--- src/rtl/data_sram_ctrl.sv ---
// Multi-cycle controller between the memory-access stage and an asynchronous data SRAM.
// Optional `DATA_SRAM_POSTED_WRITE_EN: stores retire immediately and complete in the background.
module data_sram_ctrl #(
    parameter int unsigned WAIT_CYCLES = 1,
    parameter int unsigned ADDR_W      = 20
) (
    input  logic              clk,
    input  logic              rst,
    input  logic [31:0]       mem_addr_i,
    input  logic [31:0]       mem_data_i,
    input  logic [3:0]        mem_be_n_i,
    input  logic              mem_ce_n_i,
    input  logic              mem_we_n_i,
    input  logic              mem_oe_n_i,
    input  logic              hold_i,
    output logic [31:0]       mem_rdata_o,
    output logic              stall_req_o,
    output logic [ADDR_W-1:0] sram_addr_o,
    output logic [31:0]       sram_data_o,
    input  logic [31:0]       sram_data_i,
    output logic              sram_data_oe_o,
    output logic              sram_ce_n_o,
    output logic              sram_oe_n_o,
    output logic              sram_we_n_o,
    output logic [3:0]        sram_be_n_o
);

    typedef enum logic [1:0] {ST_IDLE, ST_READ, ST_WRITE, ST_DONE} state_t;

    localparam logic [3:0] WAIT_LAST = 4'(WAIT_CYCLES);

    state_t     state, state_nxt;
    logic [3:0] cnt, cnt_nxt;
    logic       wr_hold, wr_hold_nxt;
    logic       req_wr, req_rd, req_valid;
    logic       stall_raw;
    logic       access_nxt;
    logic       unused_addr_bits;

    assign req_wr    = !mem_ce_n_i && !mem_we_n_i;
    assign req_rd    = !mem_ce_n_i &&  mem_we_n_i && !mem_oe_n_i;
    assign req_valid = req_wr || req_rd;

    // Word addressing with byte lanes from be_n: low two bits and bits above the SRAM are don't-care.
    assign unused_addr_bits = ^{mem_addr_i[31:ADDR_W+2], mem_addr_i[1:0]};

    // NOTE: every output of a combinational block gets a default first, so no path can infer a latch.
    always_comb begin
        state_nxt   = state;
        cnt_nxt     = cnt;
        wr_hold_nxt = wr_hold;
        case (state)
            ST_IDLE: begin
                cnt_nxt     = 4'd0;
                wr_hold_nxt = 1'b0;
                if (req_wr)      state_nxt = ST_WRITE;
                else if (req_rd) state_nxt = ST_READ;
            end
            ST_READ: begin
                if (cnt == WAIT_LAST) state_nxt = ST_DONE;
                else                  cnt_nxt   = cnt + 4'd1;
            end
            ST_WRITE: begin
                // A separate hold flag keeps the counter at 4 bits even for WAIT_CYCLES=15.
                if (wr_hold) begin
                    wr_hold_nxt = 1'b0;
`ifdef DATA_SRAM_POSTED_WRITE_EN
                    state_nxt   = ST_IDLE;
`else
                    state_nxt   = ST_DONE;
`endif
                end else if (cnt == WAIT_LAST) begin
                    wr_hold_nxt = 1'b1;
                end else begin
                    cnt_nxt = cnt + 4'd1;
                end
            end
            ST_DONE: begin
                if (!hold_i) state_nxt = ST_IDLE;
            end
            default: state_nxt = ST_IDLE;
        endcase
    end

    always_comb begin
        stall_raw = 1'b0;
        case (state)
`ifdef DATA_SRAM_POSTED_WRITE_EN
            ST_IDLE:  stall_raw = req_rd;
            ST_WRITE: stall_raw = req_valid;
`else
            ST_IDLE:  stall_raw = req_valid;
            ST_WRITE: stall_raw = 1'b1;
`endif
            ST_READ:  stall_raw = 1'b1;
            default:  stall_raw = 1'b0;
        endcase
    end

    // Reset forces the stall low immediately even while the stage keeps presenting a request.
    assign stall_req_o = rst && stall_raw;

    assign access_nxt = (state_nxt == ST_READ) || (state_nxt == ST_WRITE);

    // NOTE: sequential state uses non-blocking assignments so all registers update from pre-edge values.
    always_ff @(posedge clk or negedge rst) begin
        if (!rst) begin
            state   <= ST_IDLE;
            cnt     <= 4'd0;
            wr_hold <= 1'b0;
        end else begin
            state   <= state_nxt;
            cnt     <= cnt_nxt;
            wr_hold <= wr_hold_nxt;
        end
    end

    // SRAM pins are registered from the next-state decode so strobes align exactly with the states.
    always_ff @(posedge clk or negedge rst) begin
        if (!rst) begin
            sram_ce_n_o    <= 1'b1;
            sram_oe_n_o    <= 1'b1;
            sram_we_n_o    <= 1'b1;
            sram_be_n_o    <= 4'b1111;
            sram_data_oe_o <= 1'b0;
            sram_addr_o    <= '0;
            sram_data_o    <= 32'd0;
            mem_rdata_o    <= 32'd0;
        end else begin
            sram_ce_n_o    <= !access_nxt;
            sram_oe_n_o    <= !(state_nxt == ST_READ);
            sram_we_n_o    <= !((state_nxt == ST_WRITE) && (cnt_nxt != 4'd0) && !wr_hold_nxt);
            sram_data_oe_o <= (state_nxt == ST_WRITE);
            if (!access_nxt) begin
                sram_be_n_o <= 4'b1111;
            end else if (state == ST_IDLE) begin
                sram_be_n_o <= mem_be_n_i;
            end
            if (state == ST_IDLE && req_valid) begin
                sram_addr_o <= mem_addr_i[ADDR_W+1:2];
            end
            if (state == ST_IDLE && req_wr) begin
                sram_data_o <= mem_data_i;
            end
            if (state == ST_READ && cnt == WAIT_LAST) begin
                mem_rdata_o <= sram_data_i;
            end
        end
    end

endmodule

--- config.mk ---
export PLATFORM = sky130hd
export DESIGN_NAME = data_sram_ctrl
export DESIGN_NICKNAME = d
export VERILOG_FILES = /design/src/rtl/data_sram_ctrl.sv
export SDC_FILE = /design/constraint.sdc
export NUM_CORES = 1
export LEC_CHECK = 0
export ABC_CLOCK_PERIOD_IN_PS = 3100
export CORE_ASPECT_RATIO = 1.4
export CORE_MARGIN = 4
export CORE_UTILIZATION = 44
export DETAILED_ROUTE_END_ITERATION = 12
export PLACE_DENSITY = 0.86
export SLEW_MARGIN = 20
export SYNTH_ARGS = -nofsm -noshare
export SYNTH_HDL_FRONTEND = slang
export SYNTH_SLANG_ARGS = --single-unit
export TNS_END_PERCENT = 100
--- constraint.sdc ---
create_clock -name clk -period 3.1 [get_ports clk]
set_clock_uncertainty 0.2 [all_clocks]
set_input_delay 0.62 -clock clk [delete_from_list [all_inputs] [get_ports clk]]
set_output_delay 0.62 -clock clk [all_outputs]
set_load 0.005 [all_outputs]
Word-level counts from Yosys, hierarchy flattened
Index checks and enable logic that the tools add are counted.
Word-level totals
  input port bits: 106
  register bits after elaboration: 99
Operators by class
  multiplexer cells: 15
  $add $sub $neg: 1
  eq/ne operators: 7
  reductions and logical operators: 21
Operator list (count)
  $mux 4: 4
  $pmux 4 s3: 1
  $mux 2: 5
  $logic_and 1x1->1: 9
  $pmux 2 s4: 1
  $logic_not 1->1: 7
  $eq 2x2->1 const B: 3
  $add 4x1->4 const B: 1
  $eq 2x1->1 const B: 2
  $eq 4x1->1 const B: 1
  $pmux 1 s2: 2
  $reduce_bool 4->1: 1
  $logic_not 2->1: 1
  $logic_or 1x1->1: 2
  $mux 1: 2
  $ne 2x1->1 const B: 1
  $reduce_or 2->1: 1

Depth between registers and ports, before layout
Gate-level depths: netlist of run 1.
  word-level depth: 10
  gate-level depth with buffers: 9

Least setup slack after synthesis of run 1
OpenSTA, ideal clock, no wires.
  path type: register to output
  start point: register state[0]
  end point: output port stall_req_o
  setup slack: 863 ps
  path buffers: 2
  stages on the path, launching flop included: 8
  data required time: 2280 ps
  data arrival time: 1417 ps
  cell sequence: dfrtp_1 inv_1 ha_1 buf_4 inv_2 a211oi_2 buf_4 o211a_1
Between the ends
  word-level cells in the longest chain between the ends: 4
Ends and longest elaborated chain
  start, declared: line 32  | state_t state, state_nxt;
  start signal, assigned: line 112  | state <= state_nxt;
  $eq 2x1->1 / $eq 2x2->1 (equally long branches): line 87  | case (state)
  $reduce_or 2->1 (no line)
  $pmux 1 s2 *: line 87
  $logic_and 1x1->1 *: line 101  | assign stall_req_o = rst && stall_raw;
  end, declared: line 17  | output logic stall_req_o,
Mark *: on every way between the ends. The rest lies on a longest branch, timed or not.

Worst setup path after layout of run 1
  start point: register state[1]
  end point: output port stall_req_o
The elaborated chain is that of the path after synthesis.

==> key figures, run 1 <==
Status
  – Status: completed

Critical path
  – CP max stage cell: clkdlybuf4s50_1
  – Worst Path Required: around 2300 ps
  – Critical path launch point type: register
  – Setup slack, reg-to-reg: ~750 ps
  – Worst Path Max Fanout: 9
  – CP Data Arrival Time: roughly 2100 ps
  – Critical-path cell list: inv_1, ha_4, inv_2, a211oi_2, o211a_1, clkdlybuf4s50_1
  – Worst Setup End Kind: primary output
  – CP peak stage delay: 530 ps
  – R2R cell count: 6
  – Crit Path Class: register to primary output

Routing
  – Via count: about 2900
  – Wirelength, routed: approximately 11 mm
  – Residual DRC: 0
  – Antenna viol nets, final: 0
  – Vias/cell: roughly 5.1
  – Drt first pass iters: 5
  – DR iter-0 viols: between 40 and 50
  – Routed len/inst: ~19 um

Floorplan
  – Num rows: 41
  – Core region area: 9130 um2
  – DIE AREA: roughly 11000 um2
  – Starting density of the core: 0.456
  – Chip width: between 90 and 100 um
  – I/O pins: 199
  – Die Y: approximately 120 um

Synth
  – Async set or reset register ratio after synthesis: 1.00
  – Number of synthesized flops with an enable pin: 0
  – Synthesized Nets: roughly 380
  – Sequential share of the synthesized area: 0.597
  – Synthesis Warnings: 0
  – Post-synth cell types: between 40 and 50
  – Post-Syn Area: about 4200 um2
  – Synth Register Bits: slightly below 100
  – Syn Area/Cell: ~16 um2
  – Mapped Cells: between 200 and 300
  – Top FF cell, synth: dfrtp_1

Cells and area
  – Layout area overhead: 54.9%
  – Share of cells above drive strength 1: 0.245
  – Antenna fix cells: 0
  – Most frequent cells in the layout: 185 x clkdlybuf4s50_1, 92 x dfrtp_1, 42 x mux2_2
  – Finished Core Util: 0.707
  – Final #Nets: 570
  – Most common cell after layout, fill and taps aside: clkdlybuf4s50_1
  – Post-route cell area: ~6500 um2

Power
  – Leakage: 2.77 nW
  – Power Dens Cells: 1010 nW/um2
  – Worst VDD drop: approximately 0.64 mV

GRT
  – Number of global-route vias before repair: 3186
  – Global-route wire length before repair: between 15 and 20 mm
  – Global route overflow: 0
  – Largest net degree at the start of global routing: 53
  – Initial antenna violation count: 0
  – GR Util All Layers: 0.196

CTS
  – CTS tree: done
  – Bufs on Longest Clock Path: 2
  – Root buffer cell: clkbuf_16
  – CTS Buf Count: 9
  – Worst-path clk slew: ~70 ps
  – CTS Sinks: just under 100
  – H-tree levels: 3
  – Worst-Skew Late Latency: roughly 330 ps
  – Hold buffer count at CTS: 0

Timing
  – Final hold vios: 0
  – Slew headroom: 0.558
  – Setup Viol. Count Final: 0
  – Worst-margin pin slew: 663 ps
  – RSZ-0062 raised after global routing: no
  – Slew Limit Fails: 0
  – Post-layout min period: 2960 ps
  – Fmax: 338 MHz
  – Setup ws final: 140 ps
  – Setup TNS: 0 ps
  – Fin crit share: 0.955
  – Final hold slack: roughly 190 ps

Placed design
  – Placed cell areas: about 6100 um2
  – DPL Wire Length: about 8.2 mm
  – PortBufs: around 190
  – GP Congestion: between 0.8 and 0.9
  – Placement Setup Slack: 223 ps

Hold path
  – Min-Delay Path Class: primary input to async pin

Run
  – Max cap viols: 0
==> cell families after synthesis <==
group           after synthesis  synth area share
buf+inv                      19            0.0360
flops                        99             0.597
compound gates               23            0.0477
simple gates                 30            0.0414
fa+ha+maj                     8            0.0240
mux                          84             0.254
==> synth_stat cells, types with 2 or more instances <==
library cell,instances,share of area
buf_4,6,0.011
dfrtp_1,92,0.55
and2_1,5,0.0075
buf_12,3,0.014
nand2_1,6,0.0054
inv_1,8,0.0072
mux2_1,12,0.032
mux2_2,42,0.11
ha_1,8,0.024
dfstp_2,7,0.044
nor2b_1,2,0.0030
nor2_1,4,0.0036
mux2_4,30,0.11
nor3_1,2,0.0024
and3_1,4,0.0060
o21ai_0,2,0.0024
o22ai_1,2,0.0030
a211o_1,4,0.0084
==> metrics by stage <==
step / power (mW) / cells
floorplan: 3.65 / 263
global placement: 5.18 / 552
detailed placement: 5.31 / 552
CTS: 6.58 / 568
global route: 6.91 / 568
finish: 6.51 / 568
==> registers in the layout (all words and copies together) (netlist names) <==
name	cells
sram_data_o	32
sram_be_n_o	4
sram_we_n_o	1
cnt	4
mem_rdata_o	32
sram_oe_n_o	1
state	2
wr_hold	1
sram_addr_o	20
sram_ce_n_o	1
sram_data_oe_o	1
==> routing by layer <==
metal  vias up  wire (um)  part of all wire  GRT usage
met2       103       6140              0.58      0.374
met4         0        166             0.016     0.0747
li1       1321          -                 -          -
met3        15        472             0.044     0.0463
met5         -          0                 0          0
met1      1457       3880              0.36      0.210
==> repair_timing <==
item | in CTS | in global routing
setup buffers | 0 | 0
setup endpoints to repair | 1 | 1
resized for setup | 1 | 1
==> path summary, 6_finish.rpt <==
kind / start / to
max: state[1] / stall_req_o
min: rst / sram_data_o[17]
max reg2reg: cnt[1] / mem_rdata_o[10]
min reg2reg: sram_addr_o[11] / sram_addr_o[11]
max in group asynchronous: rst / sram_data_o[28]
min in group clk: sram_addr_o[11] / sram_addr_o[11]
==> layout make-up <==
type                            count  area, um2
Tap cell                          107        134
Sequential cell                    99       2490
Clock inverter                      5       85.1
Fill cell                         646       2680
Multi-Input combinational cell    145       1540
Clock buffer                       11        253
Timing Repair Buffer              192       1920
Inverter                            9       33.8
==> worst max-delay path: cells and delay by family, from the launching register on <==
kind	cells	cell delay, ps
buffers and inverters	3	750
flip-flops	1	450
AO/OA/AOI/OAI	2	410
adder cells (fa/ha/maj)	1	190
==> where the power goes <==
part | switching, mW | internal (mW)
Combinational | 1.01 | 1.97
Sequential | 0.350 | 1.95
Clock | 0.476 | 0.754
Total | 1.83 | 4.68
No activity file was read; power rests on OpenSTA's default activity.
==> run 2, diff against run 1 <==
--- a/config.mk
+++ b/config.mk
@@ -6,11 +6,11 @@
 export NUM_CORES = 1
 export LEC_CHECK = 0
 export ABC_CLOCK_PERIOD_IN_PS = 3100
-export CORE_ASPECT_RATIO = 1.4
+export CORE_ASPECT_RATIO = 0.7
 export CORE_MARGIN = 4
 export CORE_UTILIZATION = 44
 export DETAILED_ROUTE_END_ITERATION = 12
-export PLACE_DENSITY = 0.86
+export PLACE_DENSITY = 0.89
 export SLEW_MARGIN = 20
 export SYNTH_ARGS = -nofsm -noshare
 export SYNTH_HDL_FRONTEND = slang
==> run 2 against run 1 <==
First-iteration DRC count is 67% higher. Count of clock-buffer cells in the layout stayed put. Final cell count rose by 3.2%. Die area barely moved. Flip-flop and latch count stayed put. Clock power fell by 9%. Register-to-register slack lost 150 ps. Sequential share of layout area rose by 0.060 points. Sequential power barely moved. Largest cell class unchanged. Largest power group unchanged. Highest routed layer unchanged.
==> key figures, run 2 (synthesis gave the netlist of run 1 again) <==
Status
  – Status: completed

CTS
  – CTS Sinks: between 90 and 100
  – Root buffer cell: clkbuf_16
  – Worst-path clk slew: 60 ps
  – Setup Buffers After CTS: 0
  – Worst-Skew Late Latency: between 300 and 400 ps
  – CTS Buf Count: 9
  – Bufs on Longest Clock Path: 2
  – Hold buffer count at CTS: 0
  – CTS tree: done
  – H-tree levels: 3

Floorplan
  – DIE AREA: 11100 um2
  – Starting density of the core: 0.456
  – I/O pins: approximately 200
  – Core region area: ~9100 um2
  – Num rows: 29
  – Chip width: between 100 and 150 um
  – Die Y: approximately 89 um

Critical path
  – Worst Path Max Fanout: 9
  – Worst Path Required: 2280 ps
  – Crit Path Class: register to primary output
  – Critical path launch point type: register
  – Worst Setup End Kind: primary output
  – CP Data Arrival Time: 2120 ps
  – Setup slack, reg-to-reg: roughly 600 ps
  – Critical-path cell list: inv_1, ha_4, inv_2, a211oi_4, o211a_1, clkdlybuf4s50_1
  – CP max stage cell: clkdlybuf4s50_1
  – CP peak stage delay: 510 ps

Cells and area
  – Final #Nets: roughly 570
  – Share of cells above drive strength 1: 0.245
  – Layout area overhead: 54.6%
  – Top Registers: mem_rdata_o: 32 flops, sram_data_o: 32 flops, sram_addr_o: 20 flops
  – Post-route cell area: approximately 6400 um2
  – Most common cell after layout, fill and taps aside: clkdlybuf4s50_1
  – Antenna fix cells: 0
  – Most frequent cells in the layout: 185 x clkdlybuf4s50_1, 92 x dfrtp_1, 42 x mux2_2
  – Finished Core Util: 0.705

Placed design
  – DPL Wire Length: between 7 and 8 mm
  – GP Congestion: ~0.83
  – Placed cell areas: 6130 um2
  – PortBufs: about 190

GRT
  – Global route overflow: 0
  – Global-route wire length before repair: ~17 mm
  – Largest net degree at the start of global routing: 65
  – GR Util All Layers: 0.190
  – Number of global-route vias before repair: roughly 3200
  – Initial antenna violation count: 0

Hold path
  – Min-Delay Path Class: primary input to async pin

Routing
  – Routed len/inst: 17.8 um
  – WL met3: 1.27 mm
  – Wirelength, routed: about 10 mm
  – WL met2: between 4 and 5 mm
  – Via count: 2861
  – Antenna viol nets, final: 0
  – Met1 WL: between 4 and 5 mm
  – Residual DRC: 0
  – DR iter-0 viols: 82
  – Top layer in use: met4
  – Drt first pass iters: 4
  – Vias/cell: about 4.9

Timing
  – Slew headroom: 0.467
  – Fin crit share: 0.947
  – Setup Viol. Count Final: 0
  – Slew Limit Fails: 0
  – Worst-margin pin slew: between 800 and 900 ps
  – Final hold vios: 0
  – Post-layout min period: between 2000 and 3000 ps
  – Final hold slack: between 100 and 150 ps
  – RSZ-0062 raised after global routing: no
  – Fmax: 341 MHz
  – Setup TNS: 0 ps

Power
  – Leakage: around 2.8 nW
  – Worst VDD drop: 0.613 mV
  – Power Dens Cells: ~1000 nW/um2
  – Tot Pwr: roughly 6.4 mW

Run
  – Max cap viols: 0
==> run 2: timing repair <==
item                                   4_1_cts  5_1_grt
endpoints found under the hold margin        0        0
setup endpoints to repair                    1        1
pin swaps                                    0        0
gates resized for setup                      1        1
==> run 2: critical path, delay by kind of cell, from the launching register on <==
| family | cells | cell delay [ps] |
|---|---|---|
| fa+ha+maj | 1 | 200 |
| flops | 1 | 440 |
| compound gates | 2 | 380 |
| buf+inv | 3 | 750 |
==> run 2: power breakdown <==
| part | switching, mW | internal [mW] |
|---|---|---|
| sequential | 0.363 | 1.95 |
| combinational | 0.998 | 1.97 |
| clock | 0.470 | 0.654 |
| total | 1.83 | 4.58 |
==> run 2: final cells by class <==
class | instances | area (um2)
inverters | 9 | 33.8
well taps | 124 | 155
fillers | 601 | 2700
repair buffers | 193 | 1910
multi-input cells | 145 | 1550
clock buffers | 11 | 243
clock inverters | 5 | 61.3
flip-flops and latches | 99 | 2490
==> run 2: worst paths after layout <==
check,startpoint,to,depth (start not counted)
worst max-delay path,state[0],stall_req_o,6
worst min-delay path,rst,sram_addr_o[17],2
worst max register to register,cnt[1],mem_rdata_o[12],6
worst min register to register,sram_addr_o[14],sram_addr_o[14],1
max in group asynchronous,rst,sram_addr_o[15],3
min in group clk,sram_addr_o[14],sram_addr_o[14],1
==> run 2: stage by stage <==
stage                     cells  setup WS (ps)
after floorplan             263            863
after global placement      570            228
after detailed placement    570            203
after CTS                   586           79.5
after global routing        586           54.2
final                       586            164
==> run 2: routing by layer <==
metal / global-route usage / up-vias
met5: 0 / -
met4: 0.0418 / 0
met3: 0.111 / 6
met2: 0.313 / 143
met1: 0.219 / 1390
li1: - / 1322
==> run 3, diff against run 2 <==
--- a/config.mk
+++ b/config.mk
@@ -10,6 +10,7 @@
 export CORE_MARGIN = 4
 export CORE_UTILIZATION = 44
 export DETAILED_ROUTE_END_ITERATION = 12
+export GPL_ROUTABILITY_DRIVEN = 0
 export PLACE_DENSITY = 0.89
 export SLEW_MARGIN = 20
 export SYNTH_ARGS = -nofsm -noshare
==> results of run 3 <==
Same layout as run 2: the final DEF is identical, and so are final timing and power.
